$ cat config.mk
export PLATFORM = sky130hd
export DESIGN_NAME = load_store_unit
export DESIGN_NICKNAME = d
export VERILOG_FILES = /design/src/rtl/load_store_unit.sv
export SDC_FILE = /design/constraint.sdc
export NUM_CORES = 1
export LEC_CHECK = 0
export ABC_AREA = 1
export BUFFER_PORTS_ARGS = -buffer_cell sky130_fd_sc_hd__buf_2
export CORE_MARGIN = 2
export CORE_UTILIZATION = 45
export DETAILED_ROUTE_END_ITERATION = 8
export PLACE_DENSITY_LB_ADDON = 0.3
export REMOVE_ABC_BUFFERS = 1
export SYNTH_ARGS = -nofsm -noshare
export SYNTH_HDL_FRONTEND = slang
export SYNTH_SLANG_ARGS = --single-unit
$ cat constraint.sdc
create_clock -name clk -period 2.2 [get_ports clk]
set_input_delay 0.11 -clock clk [delete_from_list [all_inputs] [get_ports clk]]
set_output_delay 0.11 -clock clk [all_outputs]
set_load 0.02 [all_outputs]
$ cat src/rtl/load_store_unit.sv
// Load/store unit: one request in flight, word and sub-word loads/stores against
// a word-addressed memory, with read-modify-write for byte/half stores.
module load_store_unit #(
  parameter int DATA_WIDTH   = 32,
  parameter int MEMORY_DEPTH = 1024
) (
  input  logic                  clk,
  input  logic                  reset,
  input  logic                  req_valid,
  output logic                  req_ready,
  input  logic                  req_write,
  input  logic [1:0]            req_size,
  input  logic                  req_unsigned,
  input  logic [31:0]           req_addr,
  input  logic [DATA_WIDTH-1:0] req_wdata,
  output logic                  resp_valid,
  output logic                  resp_error,
  output logic [DATA_WIDTH-1:0] resp_rdata,
  output logic                  MemRead,
  output logic                  MemWrite,
  output logic [31:0]           Address,
  output logic [DATA_WIDTH-1:0] WriteData,
  input  logic [DATA_WIDTH-1:0] ReadData
);

  typedef enum logic [2:0] {IDLE, LOAD, STORE, RMW_READ, RMW_WRITE, RESP} state_t;

  localparam logic [31:0] DEPTH_W = 32'(MEMORY_DEPTH);

  state_t                state_q, state_d;
  logic                  req_ready_q, req_ready_d;
  logic                  resp_valid_q, resp_valid_d;
  logic                  resp_error_q, resp_error_d;
  logic [DATA_WIDTH-1:0] resp_rdata_q, resp_rdata_d;
  logic                  mem_read_q, mem_read_d;
  logic                  mem_write_q, mem_write_d;
  logic [31:0]           address_q, address_d;
  logic [DATA_WIDTH-1:0] write_data_q, write_data_d;
  logic                  write_q, write_d;
  logic [1:0]            size_q, size_d;
  logic                  unsigned_q, unsigned_d;
  logic [31:0]           addr_q, addr_d;
  logic [DATA_WIDTH-1:0] wdata_q, wdata_d;
  logic                  accept;
  logic                  req_err;

  function automatic logic [DATA_WIDTH-1:0] load_lane(
    input logic [DATA_WIDTH-1:0] word,
    input logic [1:0]            size,
    input logic [1:0]            lane,
    input logic                  uns
  );
    logic [7:0]  b;
    logic [15:0] h;
    b = word[8*lane +: 8];
    h = lane[1] ? word[31:16] : word[15:0];
    case (size)
      2'd0:    load_lane = {{24{b[7] & ~uns}}, b};
      2'd1:    load_lane = {{16{h[15] & ~uns}}, h};
      default: load_lane = word;
    endcase
  endfunction

  function automatic logic [DATA_WIDTH-1:0] merge_lane(
    input logic [DATA_WIDTH-1:0] old_word,
    input logic [DATA_WIDTH-1:0] new_data,
    input logic [1:0]            size,
    input logic [1:0]            lane
  );
    merge_lane = old_word;
    if (size == 2'd0) merge_lane[8*lane +: 8] = new_data[7:0];
    else              merge_lane[16*lane[1] +: 16] = new_data[15:0];
  endfunction

  assign accept  = req_valid && req_ready_q;
  assign req_err = (req_size == 2'd3)
                || (req_size == 2'd1 && req_addr[0])
                || (req_size == 2'd2 && req_addr[1:0] != 2'b00)
                || ({2'b00, req_addr[31:2]} >= DEPTH_W);

  always_comb begin
    state_d      = state_q;
    req_ready_d  = 1'b0;
    resp_valid_d = 1'b0;
    resp_error_d = 1'b0;
    resp_rdata_d = '0;
    mem_read_d   = 1'b0;
    mem_write_d  = 1'b0;
    address_d    = '0;
    write_data_d = '0;
    write_d      = write_q;
    size_d       = size_q;
    unsigned_d   = unsigned_q;
    addr_d       = addr_q;
    wdata_d      = wdata_q;
    case (state_q)
      IDLE: begin
        req_ready_d = 1'b1;
        if (accept) begin
          write_d     = req_write;
          size_d      = req_size;
          unsigned_d  = req_unsigned;
          addr_d      = req_addr;
          wdata_d     = req_wdata;
          req_ready_d = 1'b0;
          if (req_err) begin
            state_d      = RESP;
            resp_valid_d = 1'b1;
            resp_error_d = 1'b1;
          end else if (!req_write) begin
            state_d    = LOAD;
            mem_read_d = 1'b1;
            address_d  = {2'b00, req_addr[31:2]};
          end else if (req_size == 2'd2) begin
            state_d      = STORE;
            mem_write_d  = 1'b1;
            address_d    = {2'b00, req_addr[31:2]};
            write_data_d = req_wdata;
          end else begin
            state_d    = RMW_READ;
            mem_read_d = 1'b1;
            address_d  = {2'b00, req_addr[31:2]};
          end
        end
      end
      LOAD: begin
        state_d      = RESP;
        resp_valid_d = 1'b1;
        resp_rdata_d = write_q ? '0 : load_lane(ReadData, size_q, addr_q[1:0], unsigned_q);
      end
      STORE: begin
        state_d      = RESP;
        resp_valid_d = 1'b1;
      end
      // Merge is formed from the word read this cycle and written next cycle.
      RMW_READ: begin
        state_d      = RMW_WRITE;
        mem_write_d  = 1'b1;
        address_d    = address_q;
        write_data_d = merge_lane(ReadData, wdata_q, size_q, addr_q[1:0]);
      end
      RMW_WRITE: begin
        state_d      = RESP;
        resp_valid_d = 1'b1;
      end
      RESP: begin
        state_d     = IDLE;
        req_ready_d = 1'b1;
      end
      default: begin
        state_d     = IDLE;
        req_ready_d = 1'b1;
      end
    endcase
  end

  always_ff @(posedge clk) begin
    if (reset) begin
      state_q      <= IDLE;
      req_ready_q  <= 1'b1;
      resp_valid_q <= 1'b0;
      resp_error_q <= 1'b0;
      resp_rdata_q <= '0;
      mem_read_q   <= 1'b0;
      mem_write_q  <= 1'b0;
      address_q    <= '0;
      write_data_q <= '0;
      write_q      <= 1'b0;
      size_q       <= 2'd0;
      unsigned_q   <= 1'b0;
      addr_q       <= '0;
      wdata_q      <= '0;
    end else begin
      state_q      <= state_d;
      req_ready_q  <= req_ready_d;
      resp_valid_q <= resp_valid_d;
      resp_error_q <= resp_error_d;
      resp_rdata_q <= resp_rdata_d;
      mem_read_q   <= mem_read_d;
      mem_write_q  <= mem_write_d;
      address_q    <= address_d;
      write_data_q <= write_data_d;
      write_q      <= write_d;
      size_q       <= size_d;
      unsigned_q   <= unsigned_d;
      addr_q       <= addr_d;
      wdata_q      <= wdata_d;
    end
  end

  // Enables drop the moment reset rises so an in-flight store never lands.
  assign MemRead    = mem_read_q & ~reset;
  assign MemWrite   = mem_write_q & ~reset;
  assign req_ready  = req_ready_q;
  assign resp_valid = resp_valid_q;
  assign resp_error = resp_error_q;
  assign resp_rdata = resp_rdata_q;
  assign Address    = address_q;
  assign WriteData  = write_data_q;

endmodule

==> results.tsv <==
stage	metric	value	unit
logic_synthesis	top cell type's share of synthesized area	0.426	
power_and_ir_drop	Clock power frac	0.456	
critical_path	R2R Setup Slk	0.32	ns
routing	drt total wl	19.3	mm
power_and_ir_drop	Comb power frac	0.193	
clocking	CTS H-Tree Depth	4	
clocking	clk buf depth	2	
timing	Fmax achieved	531	MHz
power_and_ir_drop	Cell Int Power	0.00490	W
global_routing	largest net degree at the start of global routing	58	
layout	Nets	1132	
logic_synthesis	mapped cell area	5830	um2
routing	Pre-Repair DR Iteration Count	6	
logic_synthesis	post-synthesis cell count	793	
power_and_ir_drop	Net Switching	0.00192	W
layout	Area Growth Syn to Fin	39.5	%
min_path	HP Class	in2reg	
logic_synthesis	largest area contributor in the netlist	dfxtp_1	
logic_synthesis	Yosys reg bits	124	
logic_synthesis	sequential-to-total area share from yosys stat	0.426	
timing	RSZ-0062 raised after global routing	false	
critical_path	FF-to-FF path depth	8	
routing	routed vias	6448	
routing	post-route ant nets	0	
die	Chip Height	118	um
die	Horiz. Die Dim	118	um
timing	worst-margin pin slew	0.640	ns
layout	fill count	1130	
global_routing	gr usage total	0.281	
placed_design	placed inst area	6950	um2
critical_path	Startpoint Class	flip-flop	
routing	Residual DRC	0	
routing	Vias/cell	5.33	
clocking	Clock Sink Count	124	
die	Initial Util	0.462	
die	number of placement rows	41	
min_path	Min-Delay Endpoint	resp_rdata[27]	
die	core area	12600	um2
placed_design	Placer Congestion	0.929	
critical_path	reg2reg end	WriteData[29]	
die	Die ar.	13900	um2
min_path	hold path depth	3	
logic_synthesis	top cells by area, synth	dfxtp_1 43%, a21oi_1 10%, nand2_1 8.0%	
critical_path	crit end category	flip-flop	
critical_path	critical-path maximum fanout	14	
global_routing	grt total ovfl	0	
placed_design	dpl hpwl	12.5	mm
routing	Initial DRC Count	606	
logic_synthesis	Avg Cell Area, Syn	7.35	um2
critical_path	crit path DAT	2.21	ns
timing	Max Slew Vio Count	0	
timing	setup TNS	0	ns
routing	average wire per standard cell	15.9	um
logic_synthesis	synth warn	0	
flow_run	Max Cap Violations	0	
global_routing	vias in the first global route	6264	
critical_path	Setup CP Type	reg2reg	
global_routing	first-pass GRT wire length	31.6	mm
placed_design	IO Port Bufs	201	
timing	Tcrit/Tclk final	0.857	
timing	clk_skew	0.00988	ns
power_and_ir_drop	switching part of the total power	0.281	
timing	final hold violations	0	
logic_synthesis	Distinct cells, synth	36	
clocking	Post-CTS Setup Repair Bufs	0	
timing	endpoints failing setup	0	
logic_synthesis	Post-synth top cells	124 x dfxtp_1, 124 x nand2_1, 120 x a21oi_1	
logic_synthesis	async set or reset register ratio after synthesis	0	
die	io pins	204	
power_and_ir_drop	worst vdd ir	504	uV
clocking	Worst-Skew Late Latency	0.41	ns
power_and_ir_drop	Leak	3.57	nW
power_and_ir_drop	sequential share of power	0.351	
clocking	Root Driver	clkbuf_16	
layout	share of cells above drive strength 1	0.270	
status	status	finished clean	
min_path	Hold Path Origin	ReadData[27]	
timing	relative slew slack	0.573	
power_and_ir_drop	pwr/cell area	839	nW/um2
logic_synthesis	Post-synth EDFFs	0	
layout	post-route cell area	8130	um2
critical_path	r2r startpoint	addr_q[1]	
global_routing	initial antenna violation count	1	
timing	WHS	0.0107	ns
clocking	TritonCTS buffer count	17	
clocking	CTS tree	done	
timing	crit path time final	1.88	ns
logic_synthesis	Synth Flop Type	dfxtp_1	
critical_path	Data required, critical path	2.53	ns
clocking	Worst-path clk slew	0.06	ns
==> timing repair <==
action,in CTS,in global routing
resized for setup,0,0
hold endpoints to repair,55,0
setup endpoints to repair,0,0
hold buffers,52,0
==> metal layers <==
metal / GRT usage / routed length [um] / vias up
met4: 0.102 / 472 / 0
li1: - / - / 3184
met5: 0 / 0 / -
met3: 0.0804 / 1840 / 33
met1: 0.359 / 7920 / 2909
met2: 0.451 / 9040 / 322
==> area by class of cell <==
class                   count  area, um2  area share
diodes                      1       2.50    0.000308
clock buffers              21        470      0.0579
clock inverters            11        189      0.0232
inverters                  62        233      0.0286
multi-input cells         544       2830       0.349
flip-flops and latches    124       2480       0.305
well taps                 172        215      0.0265
repair buffers            275       1700       0.210
==> registers in the layout, indices dropped and copies added (netlist names), 2 cells and up <==
name,count
WriteData,32
Address,30
size_q,2
wdata_q,16
resp_rdata,32
state_q,3
addr_q,2
==> worst max-delay path: stages (launching register included) <==
cell and delay, ns:
dfxtp_1 0.43, inv_1 0.12, buf_4 0.20, ha_1 0.21, inv_1 0.21, nand3_1 0.14, o21ai_0 0.19, nand3_1 0.12
a21oi_1 0.19
==> through the flow <==
step	power, W	utilization	setup slack, ns	std cells
4_1_cts	0.00682	0.644	0.352	1209
3_5_place_dp	0.00365	0.551	0.360	1125
3_3_place_gp	0.00365	0.551	0.449	1125
6_report	0.00682	0.644	0.315	1210
5_1_grt	0.00712	0.644	0.126	1210
2_1_floorplan	0.00319	-	-1.03	730
==> worst max-delay path by stage <==
stage,start,endpoint,slack [ns]
after CTS,addr_q[1],WriteData[22],0.35
final,addr_q[1],WriteData[29],0.32
after global routing,addr_q[1],WriteData[20],0.13
after floorplan,addr_q[1],WriteData[1],-1.03
after detailed placement,addr_q[1],WriteData[17],0.36
after global placement,addr_q[1],WriteData[23],0.45
==> cells by family (layout without fill, tap and decap cells) <==
| logic type | Yosys count | after routing | synth area share |
|---|---|---|---|
| and+or+nand+nor | 279 | 279 | 0.219 |
| AOI/OAI and AO/OA | 257 | 257 | 0.249 |
| buffers and inverters | 126 | 369 | 0.0932 |
| DFF | 124 | 124 | 0.426 |
| adders and majority gates | 5 | 5 | 0.0107 |
| other | 1 | 3 | 0.000643 |
| muxes | 1 | 1 | 0.00172 |
==> cells in the final DEF, fill, tap and decap left out, types with 3 or more instances in the layout <==
| master | n |
|---|---|
| clkinv_2 | 3 |
| ha_1 | 5 |
| o221ai_1 | 7 |
| nand3_1 | 60 |
| o211ai_1 | 17 |
| clkbuf_16 | 17 |
| o21ai_0 | 75 |
| a21boi_0 | 6 |
| inv_1 | 58 |
| inv_2 | 3 |
| bufinv_16 | 5 |
| buf_4 | 21 |
| dfxtp_1 | 124 |
| nand2_1 | 124 |
| a21oi_2 | 10 |
| buf_2 | 201 |
| nor2_4 | 5 |
| clkbuf_8 | 3 |
| dlygate4sd3_1 | 52 |
| nand4_1 | 33 |
| a31oi_1 | 11 |
| nor2_1 | 42 |
| o31ai_1 | 8 |
| and2_1 | 6 |
| a21oi_1 | 120 |
==> power groups by stage <==
| stage | combinational, W | sequential (W) | clock (W) |
|---|---|---|---|
| 6_report | 0.00131 | 0.00239 | 0.00311 |
| 5_1_grt | 0.00146 | 0.00240 | 0.00326 |
| 4_1_cts | 0.00129 | 0.00239 | 0.00314 |
| 3_5_place_dp | 0.00121 | 0.00244 | 0 |
| 3_3_place_gp | 0.00121 | 0.00244 | 0 |
| 2_1_floorplan | 0.000669 | 0.00252 | 0 |
Note: power is estimated with default switching activity, not from simulation.
